`src/rtl/decoder_bool.sv`:
```
// decoder_bool: registered 3-to-8 one-hot decoder built from explicit minterm equations
module decoder_bool #(
  parameter logic ACTIVE_LOW = 1'b0
) (
  input  logic clk,
  input  logic rst,
  input  logic A,
  input  logic B,
  input  logic C,
  output logic d0,
  output logic d1,
  output logic d2,
  output logic d3,
  output logic d4,
  output logic d5,
  output logic d6,
  output logic d7
);
  logic na, nb, nc;
  logic [7:0] dec, q;
  assign na = ~A;
  assign nb = ~B;
  assign nc = ~C;
  assign dec[0] = nc & nb & na;
  assign dec[1] = nc & nb & A;
  assign dec[2] = nc & B & na;
  assign dec[3] = nc & B & A;
  assign dec[4] = C & nb & na;
  assign dec[5] = C & nb & A;
  assign dec[6] = C & B & na;
  assign dec[7] = C & B & A;
  always_ff @(posedge clk)
    q <= rst ? {8{ACTIVE_LOW}} : dec ^ {8{ACTIVE_LOW}};
  assign {d7, d6, d5, d4, d3, d2, d1, d0} = q;
endmodule

```
`config.mk`:
```
export PLATFORM = sky130hd
export DESIGN_NAME = decoder_bool
export DESIGN_NICKNAME = d
export VERILOG_FILES = /design/src/rtl/decoder_bool.sv
export SDC_FILE = /design/constraint.sdc
export NUM_CORES = 1
export LEC_CHECK = 0
export CORE_AREA = 2 2 39 41
export DETAILED_ROUTE_END_ITERATION = 16
export DIE_AREA = 0 0 41 43
export PLACE_DENSITY = 0.47
export REMOVE_ABC_BUFFERS = 1
export SLEW_MARGIN = 20
export SYNTH_ARGS = -nofsm -noshare
export SYNTH_HDL_FRONTEND = slang
export SYNTH_SLANG_ARGS = --single-unit
```
`constraint.sdc`:
```
create_clock -name clk -period 1.1 [get_ports clk]
set_input_delay 0.22 -clock clk [delete_from_list [all_inputs] [get_ports clk]]
set_output_delay 0.22 -clock clk [all_outputs]
set_load 0.02 [all_outputs]
```
Word level (Yosys, flattened, before mapping):

Cells that the tools add are included.

* bitwise operators: 15

Operator list (count)
* $and A1 B1 Y1: 12
* $not A1 Y1: 3

* flip-flop bits (word level): 8
* bits of input ports: 5
* output and inout bits: 8
* logic and storage cells: 16

Longest topological paths before layout:

* depth after elaboration: 3
* gate-level depth with buffers: 1
* mapped depth without buffers: 1

Worst setup path before layout:

OpenSTA, ideal clock, no wires.

* path kind: register to output
* start: register q[0]
* end: output port d0
* arrival: 0.395 ns
* data required time: 0.880 ns
* path slack: 0.485 ns
* cell stages (with the launch flop): 1
* buffers on the path: 0
* cells stage by stage: dfxtp_1

RTL lines
* from (decl): line 20 `logic [7:0] dec, q;`
* from (signal assigned): line 33 `q <= rst ? {8{ACTIVE_LOW}} : dec ^ {8{ACTIVE_LOW}};`
* to (decl): line 10 `output logic d0,`

No word-level cell between the ends.

Worst setup path after layout:

* start: register q[2]
* end: output port d2

RTL lines
* to (decl): line 12 `output logic d2,`

No word-level cell between the ends.

==> results.md <==
* Status: complete, no violations
* Critical Path End: d2
* Arrival @ worst endpoint at ~850 ps
* Buffers & Inverters on Critical Path at 1
* Post-synth design cell area at ~240 um^2
* Port buffer count at 12
* Core area at between 1000 and 1500 um^2
* Fin Hold WS at slightly below 700 ps
* P_leak at 0.1569 nW
* Die Ht at between 40 and 50 um
* Drt drc at 0
* Crit-path leading delay family: flip-flops
* CTS Hold Buffers Added at 0
* Hold Crit Class: primary input to register
* Register area share after synthesis at 66.67%
* Startpoint types: register
* GRT overflow at 0
* Row cnt at 14
* YS warnings at 0
* # diodes at 0
* Highest-delay cell along the critical path: dfxtp_1
* Largest cells by area after synthesis: dfxtp_1 67%, nor4b_1 11%, and4bb_1 10%
* Max cap viols at 0
* Total power at 0.5719 mW
* Longest Clk Path Bufs at 2
* Critical path depth at 1
* WL/cell at ~11 um
* Placer Congestion at a little under 0.7
* Post-synth top area cell: dfxtp_1
* Antenna violation net count after detailed routing at 0
* Tmin final at 1068 ps
* Largest reg by FF count: q
* Root Buffer: clkbuf_4
* Total CTS buffers at 3
* Area Overhead vs Synth at 57.81%
* Pre-CTS setup slack at -149.4 ps
* Total wire length at ~510 um
* Die width at 41 um
* #FFs+latches synth at 8
* Worst-margin pin slew at between 200 and 300 ps
* Max Slew Vio Count at 0
* First-pass GRT wire length at between 800 and 900 um
* Dpl cells at 44
* Clock tree sinks at 8
* Worst EP required at 880 ps
* Top flop regs: q x8
* Synth top area share at ~67%
* CP Launch Point: q[2]$_SDFF_PP0_
* H-tree Lvls at 1
* Layout cells sized above 1 at roughly a third
* Largest net degree at the start of global routing at 9
* Initial antenna violation count at 0
* Crit path max fanout at 1
* Tcrit/Tclk final at between 90% and 100%
* Layout Nets at 38
* Max reg flops at 8
* RSZ-0062 raised after global routing: false
* Vias post-DR at between 150 and 200
* Avg Cell Area, Syn at between 15 and 20 um^2
* F_max at 936.0 MHz
* Hold wc startpoint: B
* Final setup violating endpoints at 0
* Endpoints failing hold at 0
* Initial DRC count at 5
* Largest stage delay, worst path at between 300 and 400 ps
* Syn Inst Count at 16
* CTS tree: yes
* Final non-filler cell total at between 40 and 50
* Yosys cell types at 6
* Vias/cell at between 4 and 5
* Ports at 13
* Initial core utilization at 17.36%
* Vias in the first global route at 199
* Rel. slew slack at 80.86%
* Max IR drop VDD at approximately 0.00053 V
* Total global-route track usage at approximately 8%
* Cell Chain, Critical Path: clkdlybuf4s15_1
* Die area at 1763 um^2
* Critical Path Sink Type: output port
* Setup TNS at 0 ps
* Reg clk slew, reported paths at about 50 ps
* PD cells at 1508 nW/um^2
* Setup ws final at around 32 ps
* Critical path type: register to output port
* DR pass1 iterations at 3
## layout make-up
class	count	area, um^2
Fill cell	146	1005
Sequential cell	8	160.2
Timing Repair Buffer	12	96.34
Multi-Input combinational cell	8	80.08
Clock buffer	3	22.52
Tap cell	16	20.02
## timing repair
action | in CTS | in global routing
setup buffers | 0 | 0
setup endpoints to repair | 8 | 6
gates resized for setup | 16 | 6
## cells by family (layout without fill, tap and decap cells)
| family | after synthesis | in the layout | share of synthesized area (%) |
|---|---|---|---|
| and+or+nand+nor | 8 | 8 | 33.33 |
| buffers and inverters | 0 | 15 | 0 |
| DFF | 8 | 8 | 66.67 |
## metrics by stage
step	util (%)	cell area (um^2)
2_1_floorplan	-	240.2
3_3_place_gp	27.49	380.4
3_5_place_dp	27.49	380.4
4_1_cts	29.11	402.9
5_1_grt	27.40	379.1
6_report	27.40	379.1
## layout by cell type, fill, tap and decap left out
| cell type | synthesis | routed |
|---|---|---|
| and4b_1 | 1 | 1 |
| and4bb_1 | 2 | 2 |
| and4bb_2 | 1 | 1 |
| clkbuf_2 | 0 | 5 |
| clkbuf_4 | 0 | 3 |
| clkdlybuf4s15_1 | 0 | 2 |
| clkdlybuf4s15_2 | 0 | 1 |
| clkdlybuf4s50_1 | 0 | 4 |
| dfxtp_1 | 8 | 8 |
| nor4_1 | 1 | 1 |
| nor4b_1 | 3 | 3 |
## worst min path at each step
stage	end	slack, ps	cells past startpoint
floorplan	q[0]$_SDFF_PP0_	290	1
global placement	q[2]$_SDFF_PP0_	930	2
detailed placement	q[4]$_SDFF_PP0_	960	2
CTS	q[4]$_SDFF_PP0_	690	2
global route	q[4]$_SDFF_PP0_	720	2
finish	q[4]$_SDFF_PP0_	690	2
## Yosys cell counts
library cell  number
and4bb_1           2
nor4b_1            3
and4b_1            1
dfxtp_1            8
nor4_1             1
and4bb_2           1
## metal layers
metal	global-route usage [%]	routed length [um]	up-vias
li1	-	-	95
met5	0	0	-
met1	6.129	170	91
met3	3.141	41	4
met2	11.88	261	9
met4	12.00	36	0
## where the power goes
part	total, mW	switching [mW]	leakage [nW]	internal, mW
Sequential	0.300	0.00186	0.0651	0.298
Combinational	0.0550	0.0275	0.0780	0.0274
Clock	0.217	0.0926	0.0138	0.124
(Power assumes the default switching activity.)
==> RTL edit, RTL diff (same settings) <==
Put a register stage on the output `d4`, without a reset. The value now appears one clock later. The other outputs are not delayed to match.
--- a/src/rtl/decoder_bool.sv
+++ b/src/rtl/decoder_bool.sv
@@ -18,2 +18,4 @@
 );
+
+  logic d4_d;
   logic na, nb, nc;
@@ -33,3 +35,7 @@
     q <= rst ? {8{ACTIVE_LOW}} : dec ^ {8{ACTIVE_LOW}};
-  assign {d7, d6, d5, d4, d3, d2, d1, d0} = q;
+  assign {d7, d6, d5, d4_d, d3, d2, d1, d0} = q;
+  always_ff @(posedge clk) begin
+      d4 <= d4_d;
+  end
+
 endmodule
Check against the original RTL: not equivalent (a bounded check fails within 4 cycles, from zero or initial values and one cycle with rst high).
==> RTL edit against the unedited design <==
- via count down 6.5%
- sequential power up 12%
- synthesized area up 8.3%
- highest routed layer is now met3
- wire length down 0.20%
- cell count up 4.3%
- sequential cell count up 1
- setup slack better by 2.5 ps
- total power up 12%
- non-clock buffer count unchanged
- final area up 6.6%
- critical path type unchanged
- largest cell class unchanged
==> RTL edit: results (changes against the unedited design) <==
setup bufs post-CTS=0 (unchanged); clock tree buffer depth=2 (unchanged); Crit Reg-Reg Startpoint=q[4]; initial drt markers=5 (unchanged); # fillers=152 (was 146); peak supply drop=0.000591 V (was 0.000534 V); largest registers=q: 8 flops, d4: 1 flops (was q: 8 flops); Fin. Hold Viols=0 (unchanged); initial antenna violation count=0 (unchanged); TritonCTS buffer count=3 (unchanged); YS warnings=0 (unchanged); Routed WL per cell=10.4 um (was 10.8 um); Clock Pin Slew Worst Setup and Hold Paths=60 ps; Worst Hold End=d4 (was q[4]); GPL Wtd Cong=0.679 (about the same); Setup Skew=0.0123 ps; run status=complete, no violations (unchanged); slew margin rel.=84.1% (was 80.9%); placed cell count=45 (was 44); root buf cell=clkbuf_4 (unchanged); Hold Startpoint=q[4] (was B); hold path cells=0 (was 2); fraction of layout cells with a size suffix above 1=33.3% (was 32.3%); Pleak=0.165 nW (was 0.157 nW); sequential area share after synthesis=69.2% (was 66.7%); Distinct cells, synth=6 (unchanged); CP top delay family=flip-flops (unchanged); global-route wire length before repair=848 um (was 821 um); Nets=39 (was 38); H-tree levels=1 (unchanged); Vias/cell=3.80 (was 4.23); placed cell areas=400 um2 (was 380 um2); post-synthesis instance total=17 (was 16); total track usage=7.66% (was 8.14%); Synth area leaders=dfxtp_1 69%, nor4b_1 10%, and4bb_1 9.6% (was dfxtp_1 67%, nor4b_1 11%, and4bb_1 10%); Hold Crit Class=flip-flop to flip-flop (was primary input to flip-flop); Worst Path Arrival=850 ps (about the same); post-place setup slack=-106 ps (was -149 ps); vias=186 (was 199); peak per-stage delay on the critical path=300 ps; top cells by count, synth=9 x dfxtp_1, 3 x nor4b_1, 2 x and4bb_1 (was 8 x dfxtp_1, 3 x nor4b_1, 2 x and4bb_1); CP max FO=1 (unchanged); vias in the first global route=181 (was 199); Worst R2R Setup Slack=710 ps; Initial DRT Pass Iterations=2 (was 3)
RTL edit: cell types whose count changed after synthesis:
cell	unedited run	this run
dfxtp_1	8	9
RTL edit: where the power goes:
part	internal [mW]	switching, mW
Combinational	0.0277	0.0274
Sequential	0.335	0.00209
Clock	0.139	0.107
Total	0.502	0.136
RTL edit: cell families after synthesis:
| family | count (synthesis) | synth area share (%) |
|---|---|---|
| AND/OR/NAND/NOR | 8 | 30.8 |
| flip-flops | 9 | 69.2 |
RTL edit: routing by layer:
metal	GRT usage (%)	routed length, um
met5	0	0
met2	8.13	203
met1	10.1	229
met3	3.66	75
met4	8.00	0
RTL edit: how the worst max path moves through the flow:
stage / from / to / slack, ps / depth (start not counted)
2_1_floorplan: q[0] / d0 / 480 / 0
3_3_place_gp: C / q[2] / -80 / 2
6_report: q[3] / d3 / 30 / 1
5_1_grt: q[3] / d3 / 2 / 1
3_5_place_dp: rst / q[6] / -110 / 2
4_1_cts: q[6] / d6 / 7 / 1
RTL edit: final cells by class:
class / instances / area share [%]
tap: 16 / 4.95
sequential: 9 / 44.6
clock buffer: 4 / 6.50
multi-input combinational: 8 / 19.8
timing repair buffer: 12 / 24.1
RTL edit: repair_timing:
action / CTS / global route
cloned: 0 / 0
endpoints found under the hold margin: 0 / 0
endpoints found under the setup margin: 8 / 5
gates resized for setup: 18 / 5
RTL edit: stage by stage:
stage / hold WS, ps / util (%)
after floorplan: 292 / -
after global placement: 318 / 28.9
after detailed placement: 312 / 28.9
after CTS: 327 / 31.0
after global routing: 330 / 29.2
final: 325 / 29.2
